**src/rtl/tty_sequencer.sv**
```systemverilog
// Character-cell terminal sequencer: turns a byte stream into frame-store cell writes,
// line/screen clears and cursor/scroll register updates for a 128x32 text screen.
module tty_sequencer #(
  parameter logic [7:0] BLANK_CHAR = 8'h20,
  parameter logic [6:0] DEF_ATTR   = 7'h07
) (
  input  logic        clk_data,
  input  logic        irst,
  input  logic        ch_valid,
  input  logic [7:0]  ch_data,
  output logic        ch_ready,
  input  logic        attr_we,
  input  logic [6:0]  attr_in,
  output logic        enb,
  output logic [7:0]  web,
  output logic [11:0] addrb,
  output logic [63:0] dinb,
  output logic        busy
);

  // state   | meaning
  // IDLE    | waiting for a byte, ch_ready high
  // PUT     | write one character cell at the cursor
  // CLRLINE | blank the physical row at top (scroll-in line)
  // CLRALL  | blank all 1024 words of the frame store
  // SCROLL  | write scroll register (idx 0)
  // CURX    | write cursor x register (idx 2)
  // CURY    | write cursor y register (idx 3)
  localparam logic [2:0] IDLE    = 3'd0;
  localparam logic [2:0] PUT     = 3'd1;
  localparam logic [2:0] CLRLINE = 3'd2;
  localparam logic [2:0] CLRALL  = 3'd3;
  localparam logic [2:0] SCROLL  = 3'd4;
  localparam logic [2:0] CURX    = 3'd5;
  localparam logic [2:0] CURY    = 3'd6;

  logic [2:0]  state;
  logic [6:0]  col;
  logic [4:0]  lrow;
  logic [4:0]  top;
  logic [6:0]  attr;
  logic [6:0]  op_attr;
  logic [7:0]  ch_reg;
  logic [9:0]  sweep;
  logic        rdy_en;
  logic [4:0]  prow;
  logic [15:0] put_cell;
  logic [15:0] blank_cell;

  assign prow       = lrow + top;
  assign put_cell   = {1'b0, op_attr, ch_reg};
  assign blank_cell = {1'b0, op_attr, BLANK_CHAR};
  // rdy_en keeps ch_ready low until the first edge after reset release
  assign ch_ready   = rdy_en && (state == IDLE);
  assign busy       = (state != IDLE);

  always_ff @(posedge clk_data or posedge irst) begin
    if (irst) begin
      state   <= IDLE;
      col     <= '0;
      lrow    <= '0;
      top     <= '0;
      attr    <= DEF_ATTR;
      op_attr <= DEF_ATTR;
      ch_reg  <= '0;
      sweep   <= '0;
      rdy_en  <= 1'b0;
    end else begin
      rdy_en <= 1'b1;
      if (attr_we) attr <= attr_in;
      case (state)
        IDLE: begin
          if (ch_valid && ch_ready) begin
            ch_reg  <= ch_data;
            op_attr <= attr;
            sweep   <= '0;
            if (ch_data >= 8'h20 && ch_data <= 8'h7E) begin
              state <= PUT;
            end else begin
              case (ch_data)
                8'h0D: begin
                  col   <= '0;
                  state <= CURX;
                end
                8'h08: begin
                  if (col != 7'd0) col <= col - 7'd1;
                  state <= CURX;
                end
                8'h0A: begin
                  if (lrow != 5'd31) begin
                    lrow  <= lrow + 5'd1;
                    state <= CURX;
                  end else begin
                    state <= CLRLINE;
                  end
                end
                8'h0C:   state <= CLRALL;
                default: state <= IDLE;
              endcase
            end
          end
        end
        PUT: begin
          if (col == 7'd127) begin
            col <= '0;
            if (lrow != 5'd31) begin
              lrow  <= lrow + 5'd1;
              state <= CURX;
            end else begin
              state <= CLRLINE;
            end
          end else begin
            col   <= col + 7'd1;
            state <= CURX;
          end
        end
        CLRLINE: begin
          if (sweep == 10'd31) begin
            sweep <= '0;
            top   <= top + 5'd1;
            state <= SCROLL;
          end else begin
            sweep <= sweep + 10'd1;
          end
        end
        CLRALL: begin
          if (sweep == 10'd1023) begin
            sweep <= '0;
            col   <= '0;
            lrow  <= '0;
            top   <= '0;
            state <= SCROLL;
          end else begin
            sweep <= sweep + 10'd1;
          end
        end
        SCROLL:  state <= CURX;
        CURX:    state <= CURY;
        CURY:    state <= IDLE;
        default: state <= IDLE;
      endcase
    end
  end

  always_comb begin
    enb   = 1'b0;
    web   = '0;
    addrb = '0;
    dinb  = '0;
    case (state)
      PUT: begin
        enb   = 1'b1;
        web   = 8'b11 << {col[1:0], 1'b0};
        addrb = {2'b00, prow, col[6:2]};
        dinb  = {4{put_cell}};
      end
      CLRLINE: begin
        enb   = 1'b1;
        web   = 8'hFF;
        addrb = {2'b00, top, sweep[4:0]};
        dinb  = {4{blank_cell}};
      end
      CLRALL: begin
        enb   = 1'b1;
        web   = 8'hFF;
        addrb = {2'b00, sweep};
        dinb  = {4{blank_cell}};
      end
      SCROLL: begin
        enb   = 1'b1;
        web   = 8'hFF;
        addrb = 12'h800;
        dinb  = {57'b0, 2'b00, top};
      end
      CURX: begin
        enb   = 1'b1;
        web   = 8'hFF;
        addrb = 12'h802;
        dinb  = {57'b0, col};
      end
      CURY: begin
        enb   = 1'b1;
        web   = 8'hFF;
        addrb = 12'h803;
        dinb  = {57'b0, 2'b00, prow};
      end
      default: ;
    endcase
  end

endmodule

```
**config.mk**
```make
export PLATFORM = sky130hd
export DESIGN_NAME = tty_sequencer
export DESIGN_NICKNAME = d
export VERILOG_FILES = /design/src/rtl/tty_sequencer.sv
export SDC_FILE = /design/constraint.sdc
export NUM_CORES = 1
export LEC_CHECK = 0
export ABC_AREA = 1
export CAP_MARGIN = 20
export CORE_ASPECT_RATIO = 1.5
export CORE_MARGIN = 2
export CORE_UTILIZATION = 28
export DETAILED_ROUTE_END_ITERATION = 16
export PLACE_DENSITY_LB_ADDON = 0.12
export SLEW_MARGIN = 20
export SYNTH_ARGS = -nofsm -noshare
export SYNTH_HDL_FRONTEND = slang
export SYNTH_SLANG_ARGS = --single-unit
export TNS_END_PERCENT = 10
```
**constraint.sdc**
```tcl
create_clock -name clk_data -period 5.5 [get_ports clk_data]
set_clock_uncertainty 0.2 [all_clocks]
set_input_delay 1.1 -clock clk_data [delete_from_list [all_inputs] [get_ports clk_data]]
set_output_delay 1.1 -clock clk_data [all_outputs]
set_load 0.02 [all_outputs]
```
-- Yosys cells after proc, flatten, opt, wreduce, memory -nomap -nowiden
Cells that the tools add are included.
- add/sub/neg operators: 6
- magnitude comparators: 2
- equal/unequal tests: 22
- shift-type cells: 1
- mux-type cells: 32
- reduce and logical (&&, ||, !) cells: 19
- operators with widths (operator ; count):
    one-hot mux 63 bit (5 select lines) ; 1
    one-hot mux 12 bit (6 select lines) ; 1
    2-to-1 mux 5 bit ; 7
    2-to-1 mux 7 bit ; 5
    equality test 8 x 4 -> 1 bit, second input constant ; 4
    2-to-1 mux 10 bit ; 3
    one-hot mux 10 bit (3 select lines) ; 1
    one-hot mux 7 bit (3 select lines) ; 1
    2-to-1 mux 3 bit ; 6
    one-hot mux 3 bit (6 select lines) ; 1
    one-hot mux 8 bit (2 select lines) ; 1
    one-hot mux 5 bit (3 select lines) ; 1
    one-hot mux 7 bit (2 select lines) ; 1
    AND reduction 6 bit ; 2
    adder 10 x 1 -> 10 bit, second input constant ; 1
    adder 5 x 1 -> 5 bit, second input constant ; 2
    equality test 10 bit, second input constant ; 1
    equality test 10 x 5 -> 1 bit, second input constant ; 1
    one-hot mux 5 bit (2 select lines) ; 1
    equality test 3 bit, second input constant ; 3
    one-hot mux 3 bit (3 select lines) ; 1
    nonzero test 3 bit ; 3
    greater-or-equal comparator 8 x 6 -> 1 bit, second input constant ; 1
    <= comparator 8 x 7 -> 1 bit, second input constant ; 1
    other kinds (22) ; 32
- flip-flop bits (word level): 53
- bits of input ports: 19
- output and inout port bits: 87
- word-level logic and storage cells: 91

-- Logic depth before layout (Yosys ltp)
- depth in word-level cells: 6
- gate-level depth with buffers: 11
- gate-level depth less buffers: 11

-- Worst setup path after synthesis
OpenSTA, ideal clock, no wires.
- path kind: reg2out
- start point: register state[2]
- end point: output web[1]
- data arrival time: 1.753 ns
- data required time: 4.200 ns
- slack: 2.447 ns
- stages on the path, launching flop included: 6
- path buffers: 2
- cells stage by stage: dfrtp_1 nor2_2 nand2_1 clkbuf_1 o21ai_0 buf_4
- word-level cells in the longest chain between the ends: 3
- elaborated cells on any way between the ends: 8
- classes of those cells: eq/ne: 6; mux: 1; reduce/logical: 1
- ends and longest elaborated chain (item ; line ; source):
    start, declared ; 37 ; logic [2:0] state;
    start signal, assigned ; 59 ; state <= IDLE;
    start signal, assigned ; 78 ; state <= PUT;
    start signal, assigned ; 83 ; state <= CURX;
    equality test 3 bit or equality test 3 x 2 -> 1 bit (tied branches) ; 150 ; case (state)
    OR reduction 5 bit (no line) ; -- ;
    one-hot mux 8 bit (2 select lines) * ; 150 ;
    end, declared ; 15 ; output logic [7:0] web,
Mark *: on every way between the ends. The rest lies on a longest branch, timed or not.

-- Worst setup path after layout
- start point: register state[2]
- end point: output dinb[0]
- word-level cells in the longest chain between the ends: 3
- elaborated cells on any way between the ends: 8
- classes of those cells: eq/ne: 6; mux: 1; reduce/logical: 1
- ends and longest elaborated chain (item ; line ; source):
    equality test 3 x 2 -> 1 bit ; 150 ;
    OR reduction 2 bit (no line) ; -- ;
    one-hot mux 63 bit (5 select lines) * ; 150 ;
    end, declared ; 17 ; output logic [63:0] dinb,
Marked as above.

==> results by group <==
Cells and area
  • Final nets: 663
  • Layout area overhead: 25.0%
  • Max FFs per register: 10
  • Commonest non-fill, non-tap cell in the layout: nand2_1
  • Inserted Diodes: 0
  • Commonest non-fill, non-tap cells in the layout: nand2_1 (159), clkdlybuf4s50_1 (100), inv_1 (67)
  • Design area: 5020 um2
  • Layout cells sized above 1: 6.50%

STA
  • RSZ-0062 raised after global routing: no
  • Final hold vios: 0
  • Worst Max-Slew Pin Slew: 0.834 ns
  • Max Slew Vio Count: 0
  • Hold_ws: approximately 0.28 ns
  • Total negative slack: 0 ns
  • Final setup fails: 0
  • Final period utilization: 74.3%
  • Peak Freq: ~0.24 GHz
  • Slew Limit Headroom: 44.3%
  • Post-layout minimum cycle time: 4.09 ns

Worst setup path
  • Reg2reg setup slack: 3.14 ns
  • FF-to-FF End: sweep[7]
  • R2r worst-path depth: 9
  • CP arrival: 2.79 ns
  • Worst EP required: 4.20 ns
  • Worst path cell trace: nor2_2 > nand2_1 > inv_1 > nand2_1 > inv_1 > a21oi_1 > o211ai_1 > clkdlybuf4s50_1
  • Slowest stage delay, CP: 0.63 ns
  • Crit Path Class: reg2out
  • Worst R2R Start: state[2]
  • Startpoint types: flip-flop
  • Nature of the critical path endpoint: primary output
  • CP max FO: 17
  • Critical-path top delay cell: clkdlybuf4s50_1

GRT
  • Gr ovfl total: 0
  • Total GRT Usage: 16.6%
  • Antenna violations before repair: 0
  • First-pass GRT wire length: 19700 um
  • Number of global-route vias before repair: 3824
  • Largest net degree at the start of global routing: 54

Yosys
  • Yosys reg bits: 53
  • Post-Synthesis Cells: between 500 and 600
  • Netlist cell types: 42
  • Ys Warns: 0
  • Seq/Total Area, Yosys: about a third
  • Syn_area_per_cell: 6.99 um2
  • Async SR Flop Fraction: 100%
  • Mapped cell area: 4020 um2
  • Main synth FF type: dfrtp_1
  • Post-synth EDFFs: 0

Worst hold path
  • Hold path depth: 2
  • Worst hold start: attr[0]
  • Endpoint, Worst Hold: attr[0]
  • Worst hold path class: reg2reg

Clock tree
  • H-tree Lvls: 2
  • Clock latency on the worst-skew pair: 0.30 ns
  • # hold bufs at CTS: 0
  • Clk sinks: 53
  • CTS resizes: 0
  • Inserted Clock Buffers: 5
  • Clock slew at reported path FFs: 0.07 ns
  • Root Driver: clkbuf_16
  • Clock Tree Buf Depth: 2
  • Setup Buffers After CTS: 0
  • CTS tree: built

Floorplanning
  • Die area: ~15000 um2
  • Die Height: 151 um
  • Core box area: 14000 um2
  • Initial core utilization: 28.7%
  • Row Count: 53
  • Die X: 102 um
  • I/O pins: 106

Power and ir drop
  • VDD IR-drop max: 0.190 mV
  • Power Density: roughly 460 nW/um2
  • Total leakage power: 0.00236 uW

Detailed routing
  • DR iter-0 viols: 255
  • ANT nets after route: 0
  • Via density: between 4 and 5
  • DR pass1 iterations: 5
  • Routed len/inst: 15.0 um
  • Vias: between 3000 and 4000
  • Drt total wl: 12300 um
  • DRC: 0

Placed design
  • DPL Wire Length: 9790 um
  • # port buffers: 100
  • Final Wtd Congestion: 0.890
  • Cell Area, Placed: 4880 um2

Run status
  • Status: finished clean

Run
  • Max-cap violation count: 0
[through the flow]
| step | setup WS (ns) | instances | utilization [%] | power, uW |
|---|---|---|---|---|
| after floorplan | 2.45 | 579 | - | 1540 |
| after global placement | 1.82 | 815 | 34.9 | 2010 |
| after detailed placement | 1.76 | 815 | 34.9 | 2020 |
| after CTS | 1.41 | 823 | 35.9 | 2360 |
| after global routing | 1.13 | 823 | 35.9 | 2510 |
| final | 1.41 | 823 | 35.9 | 2330 |
[final cells by class]
class	count	area, um2
fillers	1525	8970
multi-input cells	395	2020
flip-flops and latches	53	1330
repair buffers	101	1010
inverters	74	278
well taps	192	240
clock buffers	5	125
clock inverters	3	21.3
[cells in the mapped netlist, types with 2 or more instances]
cell type	number	area share (%)
dfrtp_1	47	29
inv_2	5	0.47
dfstp_2	6	3.9
clkbuf_1	6	0.56
a21oi_2	2	0.44
nor2_1	57	5.3
nand3_1	37	4.6
o2111ai_1	2	0.44
o221ai_1	2	0.44
nand3b_1	3	0.56
buf_4	48	9.0
o21ai_0	42	5.2
nand4_1	4	0.62
nor2_2	2	0.31
a21oi_1	9	1.1
conb_1	2	0.19
nor2_4	4	1.1
buf_2	2	0.25
o22ai_1	6	0.93
nand2_1	159	15
ha_1	13	4.0
o211ai_1	10	1.9
or2_2	3	0.47
xor2_1	11	2.4
inv_1	68	6.4
nor3_1	2	0.25
nand2_2	5	0.78
xnor2_1	3	0.65
o21a_1	2	0.37
[per-layer routing]
layer  GRT usage (%)  vias up  share of wire (%)
li1                -     1880                  -
met1            18.9     1749                 40
met2            30.4      120                 53
met3            2.55       21                4.3
met4            6.76        0                2.9
met5               0        -                  0
[where the power goes]
part,switching [uW],internal (uW),leakage (uW)
sequential,104,496,0.000679
combinational,856,547,0.00161
clock,159,170,0.0000702
[worst max path at each step]
stage                        start      end  slack, ns  cells past startpoint
final                     state[2]  dinb[0]       1.41                      8
after global routing      state[0]  dinb[4]       1.13                      9
after CTS                 state[2]  dinb[0]       1.41                      8
after detailed placement  state[2]  dinb[0]       1.76                      8
after global placement    state[0]  dinb[4]       1.82                      9
after floorplan           state[2]   web[1]       2.45                      5
[critical path: cells and delay by family, from the launching register on]
family,cells,cell delay (ns)
buffers and inverters,3,1.19
AOI/OAI and AO/OA,2,0.16
DFF,1,0.45
and+or+nand+nor,3,0.69
[cells by family (layout without fill, tap and decap cells)]
| family | after synthesis | after routing | synth area share (%) |
|---|---|---|---|
| DFF | 53 | 53 | 33.2 |
| xor gates and xnor gates | 14 | 14 | 3.05 |
| other | 2 | 6 | 0.187 |
| adders and majority gates | 14 | 14 | 4.55 |
| AOI/OAI and AO/OA | 81 | 81 | 12.0 |
| and+or+nand+nor | 280 | 280 | 30.1 |
| buffers and inverters | 131 | 183 | 17.0 |
Power figures use the tool's default switching activity.
